===== src/rtl/qam_symbol_mapper.sv =====
// Serial-to-parallel M-QAM mapper: packs BITS_PER_SYM bits (first bit = MSB) into
// a symbol and registers signed I/Q levels, sign bits and a symbol count. Gray decode via QAM_GRAY_EN.
module qam_symbol_mapper #(
  parameter int BITS_PER_SYM = 4,
  parameter int CNT_W        = 16
) (
  input  logic                      clock,
  input  logic                      reset,
  input  logic                      bit_in,
  input  logic                      bit_valid,
  input  logic                      flush,
  output logic                      sym_valid,
  output logic [BITS_PER_SYM-1:0]   sym_bits,
  output logic [BITS_PER_SYM/2:0]   i_level,
  output logic [BITS_PER_SYM/2:0]   q_level,
  output logic [1:0]                sign_iq,
  output logic [CNT_W-1:0]          sym_count
);

  localparam int N  = BITS_PER_SYM;
  localparam int H  = BITS_PER_SYM / 2;
  localparam int BW = $clog2(N);
  localparam logic [BW-1:0] LAST = BW'(N - 1);
  localparam logic [H:0]    OFS  = (H+1)'((1 << H) - 1);

  typedef enum logic {FILL, EMIT} state_t;
  state_t state, state_nxt;

  logic [N-2:0]  shreg;
  logic [N-1:0]  word;
  logic [BW-1:0] bcnt;
  logic          last;
  logic [H-1:0]  ki, kq;
  logic [H:0]    lvl_i, lvl_q;

  function automatic logic [H-1:0] to_index(input logic [H-1:0] f);
    logic [H-1:0] b;
`ifdef QAM_GRAY_EN
    b[H-1] = f[H-1];
    for (int unsigned i = 1; i < H; i++)
      b[H-1-i] = b[H-i] ^ f[H-1-i];
`else
    b = f;
`endif
    return b;
  endfunction

  assign word = {shreg, bit_in};
  assign last = bit_valid && !flush && (bcnt == LAST);

  // 2k-(2^H-1) fits H+1 bits exactly, so evaluating it modulo 2^(H+1) loses nothing
  always_comb begin
    ki    = to_index(word[N-1:H]);
    kq    = to_index(word[H-1:0]);
    lvl_i = {ki, 1'b0} - OFS;
    lvl_q = {kq, 1'b0} - OFS;
  end

  always_ff @(posedge clock or posedge reset) begin
    if (reset) state <= FILL;
    else       state <= state_nxt;
  end

  always_comb begin
    state_nxt = state;
    sym_valid = 1'b0;
    case (state)
      FILL: if (last) state_nxt = EMIT;
      EMIT: begin
        sym_valid = 1'b1;
        state_nxt = last ? EMIT : FILL;
      end
      default: state_nxt = FILL;
    endcase
  end

  always_ff @(posedge clock or posedge reset) begin
    if (reset) begin
      shreg     <= '0;
      bcnt      <= '0;
      sym_bits  <= '0;
      i_level   <= '0;
      q_level   <= '0;
      sign_iq   <= '0;
      sym_count <= '0;
    end else if (flush) begin
      // realign: a coincident bit becomes bit 1 of the new symbol
      shreg <= '0;
      if (bit_valid) shreg[0] <= bit_in;
      bcnt <= bit_valid ? BW'(1) : '0;
    end else if (bit_valid) begin
      shreg <= word[N-2:0];
      if (last) begin
        bcnt      <= '0;
        sym_bits  <= word;
        i_level   <= lvl_i;
        q_level   <= lvl_q;
        sign_iq   <= {~word[N-1], ~word[H-1]};
        sym_count <= sym_count + CNT_W'(1);
      end else begin
        bcnt <= bcnt + BW'(1);
      end
    end
  end

endmodule


===== config.mk =====
export PLATFORM = sky130hd
export DESIGN_NAME = qam_symbol_mapper
export DESIGN_NICKNAME = d
export VERILOG_FILES = /design/src/rtl/qam_symbol_mapper.sv
export SDC_FILE = /design/constraint.sdc
export NUM_CORES = 1
export LEC_CHECK = 0
export ABC_AREA = 1
export CAP_MARGIN = 20
export CELL_PAD_IN_SITES_DETAIL_PLACEMENT = 0
export CELL_PAD_IN_SITES_GLOBAL_PLACEMENT = 2
export CORE_MARGIN = 4
export CORE_UTILIZATION = 30
export CTS_BUF_LIST = sky130_fd_sc_hd__clkbuf_2
export CTS_CLUSTER_SIZE = 16
export DETAILED_ROUTE_END_ITERATION = 10
export PLACE_DENSITY = 0.83
export SYNTH_ARGS = -nofsm -noshare
export SYNTH_HDL_FRONTEND = slang
export SYNTH_SLANG_ARGS = --single-unit
export TNS_END_PERCENT = 5

===== constraint.sdc =====
create_clock -name clock -period 1.5 [get_ports clock]
set_input_delay 0.3 -clock clock [delete_from_list [all_inputs] [get_ports clock]]
set_output_delay 0.3 -clock clock [all_outputs]
set_load 0.02 [all_outputs]

==> results.md, run 1 <==
- Synthesized area: 1390 µm²
- Critical path arrival: 1140 ps
- Compound-gate portion of the synthesized area: 4.05%
- Adder-Cell Fraction of Synth Area: 1.80%
- Clk sinks: 29
- Syn Area/Cell: 8.91 µm²
- Hold WS: 292 ps
- Iter 0 DRT Violations: 40
- Via/cell ratio: 4.48
- Sequential share of power: 49.0%
- Crit end category: output port
- Reg clk slew, reported paths: 170 ps
- Sw Share: 37.0%
- Layout cells sized above 1: 18.2%
- WL/cell: 12.1 µm
- Max Fclk: 696 MHz
- Area growth from synthesis to layout: 32.2%
- CP required: 1200 ps
- Status: completed
- H-tree Lvls: 2
- Worst slew pin tran: 378 ps
- Final WS setup: 63.5 ps
- Die area: 5790 µm²
- Count leader, synth: nand2_1
- Fin. max-slew vios: 0
- Detail Placement HPWL: 2.28 mm
- DRC viols: 0
- HP Class: input port to async pin
- I/O pin cnt: 34
- Vias: 1142
- Netlist cell types: 25
- Ant diodes: 0
- Vias in the first global route: 1190
- Synth top area share: 52.2%
- Top Layer Used: met4
- Synth top cells by count: nand2_1, dfrtp_1, inv_1
- Final #Nets: 209
- Internal: 1.26 mW
- Synthesis-stage register bit count: 29
- Synth top area cells: dfrtp_1, nand2_1, inv_1, nand3_1, xor2_1
- Async S/R FF share, synth: 100%
- Logic gate share of total power: 32.2%
- R2r worst-path depth: 5
- EDFF count, synth: 0
- Buf+Inv Stages, Crit Path: 1
- Tot GR Track Use: 11.4%
- TritonCTS Buffers: 5
- Worst clock skew: 22.1 ps
- Met3 WL: 165 µm
- Routed metal-1 wirelength: 1.44 mm
- Largest family of logic cells by synthesized area: simple AND/OR/NAND/NOR gates
- # setup viols final: 0
- Initial antenna violation count: 0
- Root Buffer: clkbuf_2
- Die Y: 76.1 µm
- Max incr delay on CP: 450 ps
- Fin crit share: 95.8%
- RR Startpoint: bcnt[0]
- Tmin final: 1440 ps
- Xor and xnor area share after synthesis: 5.67%
- Hold buffer count at CTS: 0
- Reg2reg end: i_level[2]
- Routability cong.: 0.747
- Switch Pwr: 0.744 mW
- Syn Inst Count: 156
- Post-Synth Simple-Gate Area: 26.8%
- Row count: 24
- Yosys top cell by area: dfrtp_1
- Peak supply drop: 899 µV
- IO buf count: 33
- DP Worst Slack: -147 ps
- Rel. slew slack: 74.8%
- MaxCap Viol Count: 0
- Ys flop type: dfrtp_1
- Final Hold Vio Count: 0
- LEAKAGE: 0.920 nW
- Critical setup path kind: flop to output port
- Post-Syn Nets: 163
- Post-route antenna net violation count: 0
- Sequential element share of the synthesized area: 52.2%
- Crit path cell chain: clkdlybuf4s15_1
- CTS tree: done
- Register-to-register setup slack: 150 ps
- Clk buf depth: 2
- Met2 wire len: 1.45 mm
- Clock share of power: 18.8%
- Width of the chip: 76.1 µm
- Mux contribution to synthesized area: 0%
- Crit path max-delay cell type: dfrtp_1
- Core footprint: 4410 µm²
- Pwr/cell area: 1090 nW/µm²
- Family with the most delay on the worst path: flip-flops
- Worst Path Max Fanout: 4
- Remaining global-route overflow: 0
- Synthesis warning total: 0
- Drt pass-1 iters: 4
- Starting Density: 31.5%
- RSZ-0062 raised after global routing: yes
- Largest net degree at the start of global routing: 30
- Global-route wire length before repair: 5.39 mm
- Worst setup SP type: flop
- Worst-Skew Late Latency: 360 ps
- DRT Wirelength: 3.10 mm
logic make-up after synthesis:
kind of cell,Yosys count
simple gates,79
buf+inv,28
fa+ha+maj,2
compound gates,9
xor+xnor,9
flops,29
registers in the layout (all words and copies together), names as in the netlist:
register	count
bcnt	2
i_level	2
shreg	3
sign_iq	1
state	1
sym_bits	4
sym_count	16
per-stage QoR:
step / power, mW / cell area [µm²] / utilization (%) / cells / setup TNS (ps)
after floorplan: 1.44 / 1390 / - / 156 / 0
after global placement: 1.76 / 1810 / 41.0 / 245 / -807
after detailed placement: 1.77 / 1810 / 41.0 / 245 / -1440
after CTS: 2.05 / 1830 / 41.4 / 253 / 0
after global routing: 2.15 / 1840 / 41.6 / 255 / -31.0
final: 2.01 / 1840 / 41.6 / 255 / 0
repair_timing:
item	4_1_cts	5_1_grt
resized for setup	40	17
setup buffers	0	2
endpoints found under the setup margin	29	16
cell type report:
type / count / area (µm²)
timing repair buffer: 45 / 388
inverter: 22 / 82.6
sequential: 29 / 732
fill: 449 / 2580
multi-input combinational: 99 / 533
clock buffer: 5 / 25.0
tap: 52 / 65.1
clock inverter: 3 / 12.5
power by group through the flow:
stage | logic, mW | clock network, mW | registers [mW]
2_1_floorplan | 0.305 | 0 | 1.13
3_3_place_gp | 0.766 | 0 | 0.998
3_5_place_dp | 0.766 | 0 | 1.00
4_1_cts | 0.657 | 0.407 | 0.985
5_1_grt | 0.703 | 0.443 | 1.00
6_report | 0.647 | 0.377 | 0.984
layer usage:
layer	vias up	global-route usage, %
li1	578	-
met1	529	13.9
met2	29	18.6
met3	6	4.37
met4	0	3.67
met5	-	0
placed cells by master (no fill, tap or decap), types with 2 or more instances in the layout:
cell / netlist / routed
nand4_1: 5 / 5
o21a_1: 2 / 2
clkdlybuf4s15_1: 0 / 11
inv_1: 21 / 21
o22ai_1: 3 / 3
dfrtp_1: 29 / 24
xor2_1: 5 / 5
dlygate4sd2_1: 0 / 12
ha_1: 2 / 2
dfrtp_2: 0 / 5
nand3_1: 9 / 9
nand3b_1: 2 / 2
xnor2_1: 4 / 4
nand2_1: 43 / 43
clkinv_1: 0 / 2
clkdlybuf4s50_1: 0 / 4
clkbuf_2: 0 / 9
nor2_4: 2 / 2
o21ai_0: 2 / 2
nor2_1: 11 / 11
clkdlybuf4s15_2: 0 / 2
nor3_1: 2 / 2
buf_4: 5 / 12
worst max-delay path by stage:
stage,from,to,slack [ps],cells past startpoint
floorplan,sym_count[1],sym_count[6],160,5
global placement,bit_valid,sym_count[13],-90,6
detailed placement,bit_valid,sym_count[13],-150,6
CTS,sym_count[6],sym_count[6],2,1
global route,sign_iq[0],sign_iq[0],-10,1
finish,sym_count[3],sym_count[3],60,1
(Power assumes the default switching activity.)
==> run 2: changes to the inputs <==
Settings changed: CORE_MARGIN 4 to unset.
Clock period 1.5 ns to 1.4 ns, I/O delays scaled along.
==> run 2 against run 1 <==
Net effect: non-clock buffer count up 4; sequential cell count unchanged; global-route usage up 2.8 points; final cell count up 1.6%; cell area down 3.4%; wire length down 2.5%; critical path depth unchanged; utilization down 1.4 points; sequential share of layout area up 1.1 points; total power up 5.6%; die area down 15%; largest cell class unchanged.
==> results.md, run 2 (synthesis gave the netlist of run 1 again) <==
- Root Buffer: clkbuf_2
- Crit end category: output port
- Worst setup SP type: flop
- Final Hold Vio Count: 0 (unchanged)
- Remaining global-route overflow: 0 (unchanged)
- Post-layout util: 40.2% (-1.4 points)
- Buf+Inv Stages, Crit Path: 1 (unchanged)
- CTS tree: done
- RR Startpoint: bcnt[1]
- LEAKAGE: 0.925 nW (+0.55%)
- Iter 0 DRT Violations: 51 (+28%)
- Vias in the first global route: 1179 (-0.92%)
- Clk sinks: 29 (unchanged)
- Fin crit share: 97.1%
- Reg2reg end: sign_iq[0]
- Total power: 2.12 mW (+5.6%)
- Row count: 24 (unchanged)
- Clk buf depth: 2 (unchanged)
- I/O pin cnt: 34 (unchanged)
- Setup total negative slack: 0 ps (unchanged)
- Crit path capture: q_level[0]
- Family with the most delay on the worst path: flip-flops
- Most Crowded Layer GR: met2
- Worst clock skew: 15.6 ps (-6.50 ps)
- HP Class: input port to async pin
- WL/cell: 11.7 µm (-4.0%)
- Initial antenna violation count: 0 (unchanged)
- Detail Placement HPWL: 2.22 mm (-2.8%)
- Pwr/cell area: 1190 nW/µm² (+9.3%)
- DRT Wirelength: 3.02 mm (-2.5%)
- Largest net degree at the start of global routing: 30 (unchanged)
- Area of the multi-input gates: 538 µm² (+0.94%)
- Hold WS: 225 ps (-67.2 ps)
- Max Fclk: 736 MHz
- Critical path arrival: 1080 ps (-60 ps)
- Worst Setup SP: i_level[0]
- R2r worst-path depth: 5 (unchanged)
- Max reg flops: 16 (unchanged)
- Crit path max-delay cell type: dfrtp_1
- Met2 usage: 23.0% (+4.4 points)
- CP required: 1120 ps (-80 ps)
- # setup viols final: 0 (unchanged)
- Fill count: 467 (+4.0%)
- Reg clk slew, reported paths: 160 ps (about the same)
- Core footprint: 4410 µm² (unchanged)
- Die Y: 70.1 µm (-7.9%)
- Worst Path Max Fanout: 3 (-1)
- Starting Density: 31.5% (unchanged)
- Fin. max-slew vios: 0 (unchanged)
- Most frequent cells in the layout: nand2_1, dfrtp_1, clkbuf_2, inv_1, buf_4
- MaxCap Viol Count: 0 (unchanged)
- Top Registers: sym_count: 16 flops, sym_bits: 4 flops, shreg: 3 flops
- Vias: 1160 (+1.6%)
- TritonCTS Buffers: 5 (unchanged)
- IO buf count: 33 (unchanged)
- Critical setup path kind: flop to output port
- Largest Register: sym_count
- Most common cell after layout, fill and taps aside: nand2_1
- Max incr delay on CP: 410 ps (-40 ps)
- Met3 usage: 5.77% (+1.4 points)
- RSZ-0062 raised after global routing: yes
- Layout cells sized above 1: 28.5% (+10 points)
- Area growth from synthesis to layout: 27.7%
- Post-route antenna net violation count: 0 (unchanged)
- Rel. slew slack: 80.5% (+5.7 points)
- Drt pass-1 iters: 4 (unchanged)
- Via/cell ratio: 4.48 (about the same)
- Ant diodes: 0 (unchanged)
- Met1 Usage GRT: 17.1% (+3.2 points)
- Tmin final: 1360 ps
- Peak supply drop: 777 µV (-14%)
- Worst slew pin tran: 291 ps (-87.0 ps)
- Crit path cell chain: dlygate4sd2_1
- CP Depth: 1 (unchanged)
- H-tree Lvls: 2 (unchanged)
- Tot GR Track Use: 14.3% (+2.8 points)
- Status: completed
- Register-to-register setup slack: 60 ps (-90 ps)
- Width of the chip: 70.1 µm (-7.9%)
- Die area: 4910 µm² (-15%)
- Worst-Skew Late Latency: 360 ps (about the same)
- Routability cong.: 0.730 (-2.3%)
- Final #Nets: 213 (+1.9%)
- Global-route wire length before repair: 5.36 mm (-0.50%)
- Sequential cell area: 727 µm² (-0.68%)
- DRC viols: 0 (unchanged)
run 2: per-stage QoR:
stage          setup slack [ps]  area, µm²  cells
3_3_place_gp               -174       1870    251
2_1_floorplan              62.8       1390    156
4_1_cts                   -42.2       1880    259
6_report                   40.4       1780    259
3_5_place_dp               -208       1870    251
5_1_grt                   -75.0       1780    259
run 2: how the worst min path moves through the flow:
stage          cells after the start  slack, ps   startpoint            end
4_1_cts                            3        210        reset  sym_count[11]
3_5_place_dp                       2        470  sym_bits[1]    sym_bits[1]
2_1_floorplan                      1        360        reset        bcnt[0]
3_3_place_gp                       1        470   i_level[0]     i_level[0]
6_report                           3        230        reset   sym_count[4]
5_1_grt                            3        200        reset  sym_count[14]
run 2: layer usage:
metal,vias to the layer above,wire length (µm),part of all wire (%)
met1,544,1390,46
met2,29,1460,48
met3,2,151,5.0
met4,0,17,0.56
met5,-,0,0
li1,585,-,-
run 2: layout make-up:
cell class,instances,area share [%]
clock buffers,5,1.41
clock inverters,3,0.705
inverters,22,4.65
multi-input cells,99,30.3
flip-flops and latches,29,40.9
well taps,52,3.66
repair buffers,49,18.3
run 2: timing repair:
| action | CTS | global route |
|---|---|---|
| gates resized for setup | 59 | 34 |
| buffers inserted | 0 | 0 |
| pin swaps | 0 | 2 |
| hold buffers | 0 | 0 |
| endpoints found under the setup margin | 29 | 30 |
run 2: where the power goes:
part	internal, mW	switching [mW]
clock	0.109	0.308
sequential	0.960	0.0908
combinational	0.248	0.405
run 2: worst min-delay path: stages:
cell and delay, ps:
clkdlybuf4s50_1 390, inv_1 90, buf_12 200
